==> src/rtl/ksa8_arbiter.sv <==
// ksa8_arbiter
//
// Round-robin arbiter and sequencer for one shared combinational 8-bit
// Kogge-Stone adder (KSA8). It accepts one add request at a time from NREQ
// requesters over valid/ready and registers the winner's operands onto the
// adder inputs. One cycle later it captures the adder result and returns it
// with the requester ID over a valid/ready response channel.
//
// Ports
//   clk        : single clock, rising edge
//   rst_n      : asynchronous active-low reset
//   req_valid  : per-requester request pending
//   req_ready  : one-hot grant (combinational, IDLE only)
//   req_a/b    : packed operands, requester i owns bits [8i+7:8i]
//   add_a/b    : registered operands driven into the KSA8
//   add_sum    : KSA8 sum
//   add_cout   : KSA8 carry-out
//   rsp_valid  : response available
//   rsp_ready  : consumer accepts response
//   rsp_id     : requester index of the response
//   rsp_sum    : captured sum
//   rsp_cout   : captured carry-out
//   busy       : high whenever the sequencer is not IDLE
module ksa8_arbiter #(
  parameter int NREQ = 4,
  parameter int IDW  = 2
) (
  input  logic              clk,
  input  logic              rst_n,
  input  logic [NREQ-1:0]   req_valid,
  output logic [NREQ-1:0]   req_ready,
  input  logic [8*NREQ-1:0] req_a,
  input  logic [8*NREQ-1:0] req_b,
  output logic [7:0]        add_a,
  output logic [7:0]        add_b,
  input  logic [7:0]        add_sum,
  input  logic              add_cout,
  output logic              rsp_valid,
  input  logic              rsp_ready,
  output logic [IDW-1:0]    rsp_id,
  output logic [7:0]        rsp_sum,
  output logic              rsp_cout,
  output logic              busy
);

  typedef enum logic [1:0] {
    IDLE,
    ISSUE,
    RESP
  } state_e;

  state_e         state_q;
  logic [IDW-1:0] ptr_q;
  logic [IDW-1:0] id_q;
  logic [7:0]     addA_q;
  logic [7:0]     addB_q;
  logic           rspValid_q;
  logic [IDW-1:0] rspId_q;
  logic [7:0]     rspSum_q;
  logic           rspCout_q;

  logic [7:0]     opA [NREQ];
  logic [7:0]     opB [NREQ];
  logic           found;
  logic [IDW-1:0] winner;
  logic [IDW:0]   candIdx;

  // Unpack the flat operand buses so the winner can index them directly.
  for (genvar i = 0; i < NREQ; i++) begin : g_unpack
    assign opA[i] = req_a[8*i +: 8];
    assign opB[i] = req_b[8*i +: 8];
  end

  // Round-robin search starting just after the last winner. The candidate
  // index is kept one bit wider so ptr+k can be wrapped by a single subtract,
  // which also works when NREQ is not a power of two.
  always_comb begin
    found   = 1'b0;
    winner  = '0;
    candIdx = '0;
    for (int k = 1; k <= NREQ; k++) begin
      candIdx = {1'b0, ptr_q} + (IDW+1)'(k);
      if (candIdx >= (IDW+1)'(NREQ)) begin
        candIdx = candIdx - (IDW+1)'(NREQ);
      end
      if (!found && req_valid[candIdx[IDW-1:0]]) begin
        found  = 1'b1;
        winner = candIdx[IDW-1:0];
      end
    end
  end

  // Grants are only offered while idle; requests arriving later simply wait.
  always_comb begin
    req_ready = '0;
    if (state_q == IDLE && found) begin
      req_ready = {{(NREQ-1){1'b0}}, 1'b1} << winner;
    end
  end

  // Sequencer: IDLE grants and loads operands, ISSUE gives the adder one full
  // cycle to settle before capture, RESP holds the result until accepted.
  always_ff @(posedge clk or negedge rst_n) begin
    if (!rst_n) begin
      state_q    <= IDLE;
      ptr_q      <= IDW'(NREQ - 1);
      id_q       <= '0;
      addA_q     <= '0;
      addB_q     <= '0;
      rspValid_q <= 1'b0;
      rspId_q    <= '0;
      rspSum_q   <= '0;
      rspCout_q  <= 1'b0;
    end else begin
      case (state_q)
        IDLE: begin
          if (found) begin
            addA_q  <= opA[winner];
            addB_q  <= opB[winner];
            id_q    <= winner;
            ptr_q   <= winner;
            state_q <= ISSUE;
          end
        end
        ISSUE: begin
          rspSum_q   <= add_sum;
          rspCout_q  <= add_cout;
          rspId_q    <= id_q;
          rspValid_q <= 1'b1;
          state_q    <= RESP;
        end
        RESP: begin
          if (rsp_ready) begin
            rspValid_q <= 1'b0;
            state_q    <= IDLE;
          end
        end
        default: state_q <= IDLE;
      endcase
    end
  end

  assign add_a     = addA_q;
  assign add_b     = addB_q;
  assign rsp_valid = rspValid_q;
  assign rsp_id    = rspId_q;
  assign rsp_sum   = rspSum_q;
  assign rsp_cout  = rspCout_q;
  assign busy      = (state_q != IDLE);

endmodule

==> config.mk <==
export PLATFORM = sky130hd
export DESIGN_NAME = ksa8_arbiter
export DESIGN_NICKNAME = d
export VERILOG_FILES = /design/src/rtl/ksa8_arbiter.sv
export SDC_FILE = /design/constraint.sdc
export NUM_CORES = 1
export LEC_CHECK = 0
export BUFFER_PORTS_ARGS = -buffer_cell sky130_fd_sc_hd__clkbuf_2
export CORE_MARGIN = 2
export CORE_UTILIZATION = 43
export DETAILED_ROUTE_END_ITERATION = 7
export PLACE_DENSITY = 0.91
export SETUP_SLACK_MARGIN = 0.2
export SLEW_MARGIN = 20
export SYNTH_ARGS = -nofsm -noshare
export SYNTH_HDL_FRONTEND = slang
export SYNTH_SLANG_ARGS = --single-unit
==> constraint.sdc <==
create_clock -name clk -period 2.34 [get_ports clk]
set_input_delay 0.117 -clock clk [delete_from_list [all_inputs] [get_ports clk]]
set_output_delay 0.117 -clock clk [all_outputs]
set_load 0.1 [all_outputs]
==> metrics.md, run 1 <==
| Metric | Value |
|---|---|
| Outcome | complete, no violations |
| Final Max Tran Viols | 0 |
| Capturing element type of the critical path | primary output |
| Sink Count | 34 |
| Largest net degree at the start of global routing | 35 |
| Layout cells sized above 1 | 55.83% |
| Die height | 68.71 um |
| Initial Util | 44.69% |
| Synth Register Bits | 34 |
| Most numerous cell on the critical path | buf_12 |
| Antenna violations before repair | 0 |
| First-pass GRT wire length | 7.231 mm |
| Root Driver | clkbuf_8 |
| Achievable frequency | 0.4864 GHz |
| Final #Nets | 362 |
| Vias | 1,690 |
| Detailed placer's ending HPWL | 3.415 mm |
| Final hold vios | 0 |
| Core area | 0.004029 sq mm |
| Synthesized instance count | 157 |
| Gp weighted congestion | 0.6835 |
| Register clock-pin slew on the reported worst setup and hold paths | 0.07 ns |
| Synthesized cell area | 0.001800 sq mm |
| Vias in the first global route | 1,629 |
| Synth Area per Inst | 11.47 sq um |
| Clk buf depth | 2 |
| Die area | 0.004721 sq mm |
| RSZ-0062 raised after global routing | false |
| Final WL | 4.855 mm |
| Seq/Total Area, Yosys | 47.39% |
| Critical Path Slowest Stage Cell | dfstp_2 |
| Antenna viol nets, final | 0 |
| Via density | 5.075 |
| Actual slew at the worst max-slew pin | 0.8430 ns |
| Crit path kind | flop to primary output |
| Critical Path RT | 2.22 ns |
| CP top delay family | flip-flops |
| Worst-path maximum fanout | 8 |
| Syn. warnings | 0 |
| Worst Path Arrival | 1.94 ns |
| Top-level I/O count | 113 |
| Setup_tns | 0 ns |
| Cell Rows | 23 |
| Gr usage total | 20.74% |
| Tcrit/Tclk final | 87.86% |
| Setup violators final | 0 |
| Num CTS Buffers | 5 |
| Gr ovfl total | 0 |
| Worst hold-check path type | input port to flop |
| Max stage delay on crit path | 0.60 ns |
| Max Cap Viol | 0 |
| IO Port Bufs | 112 |
| Slew HR | 43.80% |
| Die Wd | 68.71 um |
| Detailed Route Iter0 Violations | 67 |
| CP Cell Sequence | nand2b_1 > o21ai_1 > a211oi_4 > buf_4 > buf_12 > nor2_4 > buf_12 |
| Min Clock Period, post-route | 2.056 ns |
| R2r startpoint | ptr_q[0]$_DFFE_PN1P_ |
| Router iterations before antenna repair | 4 |
| Clk Latency, worst-skew pair | 0.28 ns |
| Commonest non-fill, non-tap cell in the layout | clkbuf_2 |
| H-tree Lvls | 2 |
| # diodes | 0 |
| Worst clock skew | 0.005581 ns |
| Crit path launch type | flop |
| Worst Setup SP | ptr_q[0]$_DFFE_PN1P_ |
| Synth-to-Final Area Change | 53.02% |
| CTS tree | yes |
| Synth cell types | 30 |
| Syn_nets | 237 |
| WP buf/inv | 3 |
| Hold path start | add_cout |
| Avg WL per Cell | 14.58 um |
| DRC errors left | 0 |
| Commonest cells after routing, fill and taps aside | 108 x clkbuf_2, 32 x mux2i_1, 32 x dfrtp_1 |
sequential cells by signal, summed over array words and instances (netlist names):
name,flops
add_a,8
add_b,8
id_q,2
ptr_q,2
rsp_cout,1
rsp_id,2
rsp_sum,8
rsp_valid,1
state_q,2
worst register-to-register path: cells and delay by family (launching register included):
| kind | cells | cell delay (ns) |
|---|---|---|
| flip-flops | 1 | 0.60 |
| AO/OA/AOI/OAI | 3 | 0.49 |
| buffers and inverters | 3 | 0.45 |
| AND/OR/NAND/NOR | 1 | 0.14 |
| multiplexers | 1 | 0.20 |
final cells by class:
| cell class | instances | area (sq um) |
|---|---|---|
| Timing Repair Buffer | 127 | 790.8 |
| Multi-Input combinational cell | 110 | 909.6 |
| Tap cell | 50 | 62.56 |
| Sequential cell | 34 | 853.3 |
| Clock inverter | 1 | 30.03 |
| Fill cell | 317 | 1274 |
| Clock buffer | 7 | 86.33 |
| Inverter | 4 | 22.52 |
routing by layer:
| layer | GRT usage [%] | vias to the layer above | part of all wire, % |
|---|---|---|---|
| met5 | 0 | - | 0 |
| met4 | 7.108 | 0 | 0.91 |
| met3 | 4.058 | 5 | 4.6 |
| met2 | 37.14 | 52 | 53 |
| met1 | 24.74 | 810 | 41 |
| li1 | - | 823 | - |
logic make-up after synthesis:
kind of cell / share of synthesized area, %
mux: 24.67
simple gates: 8.548
flops: 47.39
compound gates: 13.27
buf+inv: 6.115
synth_stat cells:
library cell	number	area, sq um
dfrtp_1	32	800.8
mux2i_1	32	320.3
nand2_1	20	75.07
o221ai_1	16	140.1
mux2_2	11	123.9
nor2_1	6	22.52
a21oi_1	4	20.02
clkbuf_1	3	11.26
inv_1	3	11.26
nor2b_1	3	18.77
a211oi_1	2	15.01
a21o_1	2	15.01
buf_12	2	40.04
buf_2	2	10.01
dfstp_2	2	52.55
nand2b_1	2	12.51
o21ai_0	2	10.01
a211oi_2	1	12.51
buf_4	1	7.510
buf_6	1	11.26
buf_8	1	15.01
inv_2	1	3.750
nor3_1	1	5.000
nor3b_1	1	7.510
o21a_1	1	7.510
o21ai_1	1	5.000
o21bai_1	1	7.510
o22ai_1	1	6.260
or2_1	1	6.260
or2_2	1	6.260
metrics by stage:
| stage | hold WS, ns | utilization [%] | worst slack [ns] | std cells | area, sq um |
|---|---|---|---|---|---|
| after floorplan | -0.1786 | - | 0.04619 | 157 | 1871 |
| after global placement | 0.2566 | 62.33 | 0.4307 | 313 | 2511 |
| after detailed placement | 0.2647 | 62.33 | 0.3842 | 313 | 2511 |
| after CTS | 0.05552 | 65.78 | 0.1978 | 323 | 2650 |
| after global routing | 0.05739 | 68.39 | 0.2080 | 333 | 2755 |
| final | 0.06524 | 68.39 | 0.2841 | 333 | 2755 |
worst paths after layout:
kind	endpoint	slack (ns)	cells past startpoint
worst max-delay path	req_ready[1]	0.28	7
worst min-delay path	rsp_cout$_DFFE_PN0P_	0.07	2
worst max register to register	add_a[7]$_DFFE_PN0P_	0.33	8
worst min register to register	id_q[1]$_DFFE_PN0P_	0.49	2
max in group asynchronous	state_q[1]$_DFFE_PN0P_	1.33	2
min in group asynchronous	add_a[7]$_DFFE_PN0P_	0.47	2
what timing repair did:
action / CTS / global route
cloned: 1 / 1
pin swaps: 0 / 1
setup buffers: 0 / 9
endpoints found under the hold margin: 32 / 0
resized for setup: 1 / 0
setup endpoints to repair: 1 / 3
hold buffers: 1 / 0
Power of run 1 is left out: the tool's default activity adds up to more than one toggle a clock period on the data nets, which glitch-free logic cannot reach.
==> run 2: changes to the inputs <==
- ABC_AREA: unset -> 1
- CORE_UTILIZATION: 43 -> 46
- PLACE_DENSITY: 0.91 -> 0.9
==> run 2 against run 1 <==
- synthesized area up 25%
- flip-flop and latch count unchanged
- die area up 16%
- first-iteration DRC count up 120%
- sequential share of layout area down 5.7 points
- final area up 23%
- cell count up 52%
- core utilization up 3.2 points
- wire length up 55%
- hold slack worse by 0.022 ns
- via count up 55%
- largest cell class unchanged
==> metrics.md, run 2 <==
| Metric | Value |
|---|---|
| Cell Rows | 25 (+8.7%) |
| # diodes | 0 (unchanged) |
| Top-level I/O count | 113 (unchanged) |
| Worst reg-to-reg setup slack | 0.05 ns (-0.28 ns) |
| Critical Path RT | 2.22 ns (about the same) |
| Clk Latency, worst-skew pair | 0.28 ns (about the same) |
| Top cells by count, synth | 122 x nand2_1, 47 x nand3_1, 32 x dfrtp_1, 32 x nand4_1 |
| Critical Path Slowest Stage Cell | dfstp_2 |
| Final #Nets | 517 (+43%) |
| CTS tree | yes |
| Antenna violations before repair | 0 (unchanged) |
| Gr ovfl total | 0 (unchanged) |
| Synth-to-Final Area Change | 50.17% |
| Syn. warnings | 0 (unchanged) |
| Vias in the first global route | 2,440 (+50%) |
| Seq/Total Area, Yosys | 37.89% (-9.5 points) |
| Mux contribution to synthesized area | 0% (-25 points) |
| Final hold vios | 0 (unchanged) |
| Adder-cell share of the synthesized area | 0% (unchanged) |
| Min Clock Period, post-route | 2.311 ns (+0.2552 ns) |
| CP Cell Sequence | buf_6 > nand2_4 > nand2_4 > nand2_2 > nand2_4 > inv_4 > nand2_4 > nor2_4 > nand2_2 > nand2_4 > buf_6 > nor2_4 > buf_12 |
| Ys flop type | dfrtp_1 |
| Synth cell types | 25 (-17%) |
| Final cell count without fillers | 505 (+52%) |
| Post-synthesis simple-gate area fraction | 51.22% (+43 points) |
| DRC errors left | 0 (unchanged) |
| Post-synth ARST share | 100.0% (unchanged) |
| Gr usage total | 26.40% (+5.7 points) |
| Most frequent cell after synthesis | nand2_1 |
| Area fraction in compound gates after synthesis | 1.778% (-11 points) |
| RSZ-0062 raised after global routing | true |
| Detailed placer's ending HPWL | 4.836 mm (+42%) |
| Final WL | 7.539 mm (+55%) |
| Avg WL per Cell | 14.93 um (+2.4%) |
| Vias | 2,618 (+55%) |
| Setup violators final | 0 (unchanged) |
| Slew HR | 45.12% (+1.3 points) |
| Max Cap Viol | 0 (unchanged) |
| Core area | 0.004723 sq mm (+17%) |
| Router iterations before antenna repair | 5 (+1) |
| Capturing element type of the critical path | primary output |
| Die Wd | 73.97 um (+7.7%) |
| Sink Count | 34 (unchanged) |
| Syn_nets | 394 (+66%) |
| Die area | 0.005472 sq mm (+16%) |
| Root Driver | clkbuf_8 |
| Gp weighted congestion | 0.8926 (+31%) |
| Crit path kind | flop to primary output |
| Commonest cells after routing, fill and taps aside | 108 x clkbuf_2, 104 x nand2_1, 44 x nand3_1 |
| IO Port Bufs | 112 (unchanged) |
| Most numerous cell on the critical path | nand2_4 |
| Actual slew at the worst max-slew pin | 0.8233 ns (-0.01978 ns) |
| Commonest non-fill, non-tap cell in the layout | clkbuf_2 |
| Max stage delay on crit path | 0.62 ns (+0.02 ns) |
| Detailed Route Iter0 Violations | 147 (+120%) |
| Worst hold-check path type | input port to flop |
| Worst clock skew | 0.004510 ns (-0.001070 ns) |
| Register clock-pin slew on the reported worst setup and hold paths | 0.07 ns (about the same) |
| Post-synth EDFFs | 0 (unchanged) |
| Num CTS Buffers | 5 (unchanged) |
| Synth Register Bits | 34 (unchanged) |
| Layout cells sized above 1 | 46.80% (-9.0 points) |
| Post-synth top area cell | dfrtp_1 |
| Outcome | complete, no violations |
| Post-Place Cells | 479 (+53%) |
| Clk buf depth | 2 (unchanged) |
| H-tree Lvls | 2 (unchanged) |
| Largest family of logic cells by synthesized area | simple AND/OR/NAND/NOR gates |
| Die height | 73.97 um (+7.7%) |
| Post-synthesis xor/xnor area fraction | 0% (unchanged) |
| Tcrit/Tclk final | 98.77% (+11 points) |
| Worst Path Arrival | 2.19 ns (+0.25 ns) |
| Synth top area share | 35.56% (-8.9 points) |
| Initial Util | 47.68% (+3.0 points) |
| Synthesized cell area | 0.002252 sq mm (+25%) |
| Synth top area cells | dfrtp_1 36%, nand2_1 20%, nand3_1 10% |
| First-pass GRT wire length | 11.14 mm (+54%) |
| Via density | 5.184 (+2.1%) |
| Largest net degree at the start of global routing | 35 (unchanged) |
| Crit path launch type | flop |
| Antenna viol nets, final | 0 (unchanged) |
| Synthesized instance count | 314 (+100%) |
| Worst-path maximum fanout | 4 (-4) |
| Final Max Tran Viols | 0 (unchanged) |
| Achievable frequency | 0.4327 GHz (-11%) |
| Synth Area per Inst | 7.172 sq um (-37%) |
[run 2: area by class of cell]
class	instances	area, sq um
clock buffer	6	82.58
timing repair buffer	137	875.8
tap	67	83.83
sequential	34	853.3
inverter	18	92.59
multi-input combinational	241	1381
fill	382	1341
clock inverter	2	12.51
[run 2: path summary, 6_finish.rpt]
check / start / endpoint / cells past startpoint
setup reg to reg: ptr_q[0]$_DFFE_PN1P_ / add_a[3]$_DFFE_PN0P_ / 16
min in group asynchronous: rst_n / add_a[1]$_DFFE_PN0P_ / 2
hold / removal: add_sum[3] / rsp_sum[3]$_DFFE_PN0P_ / 3
max in group asynchronous: rst_n / state_q[1]$_DFFE_PN0P_ / 2
setup / recovery: ptr_q[0]$_DFFE_PN1P_ / req_ready[1] / 13
hold reg to reg: rsp_cout$_DFFE_PN0P_ / rsp_cout$_DFFE_PN0P_ / 2
[run 2: kinds of logic (layout without fill, tap and decap cells)]
group,count (synthesis),count (layout)
compound gates,8,8
buf+inv,39,163
flops,34,34
simple gates,233,233
[run 2: routing by layer]
metal / track usage (%) / wire, um / up-vias
met4: 7.071 / 168 / 0
met3: 4.878 / 518 / 18
met5: 0 / 0 / -
met1: 33.62 / 3121 / 1188
li1: - / - / 1286
met2: 46.13 / 3730 / 126
[run 2: metrics by stage]
step | TNS [ns] | hold slack (ns) | utilization (%) | instance area (sq um) | setup slack, ns
final | 0 | 0.04281 | 71.60 | 3382 | 0.02887
after global routing | -0.5227 | 0.03557 | 71.60 | 3382 | -0.04188
after CTS | 0 | 0.03604 | 67.92 | 3208 | 0.1115
after detailed placement | 0 | 0.2592 | 62.52 | 2953 | 0.1863
after global placement | 0 | 0.2602 | 62.52 | 2953 | 0.2548
after floorplan | -0.02880 | -0.1786 | - | 2322 | -0.02880
[run 2: critical path: cells and delay by family (launching register included)]
| kind | cells | cell delay (ns) |
|---|---|---|
| buffers and inverters | 4 | 0.53 |
| and+or+nand+nor | 9 | 0.74 |
| DFF | 1 | 0.62 |
[run 2: what timing repair did]
action	in CTS	in global routing
hold endpoints to repair	32	0
setup endpoints to repair	11	20
gates resized for setup	19	29
cloned	0	1
buffers inserted	12	4
pin swaps	11	11
hold buffers	1	0
Power of run 2 is left out for the same reason.
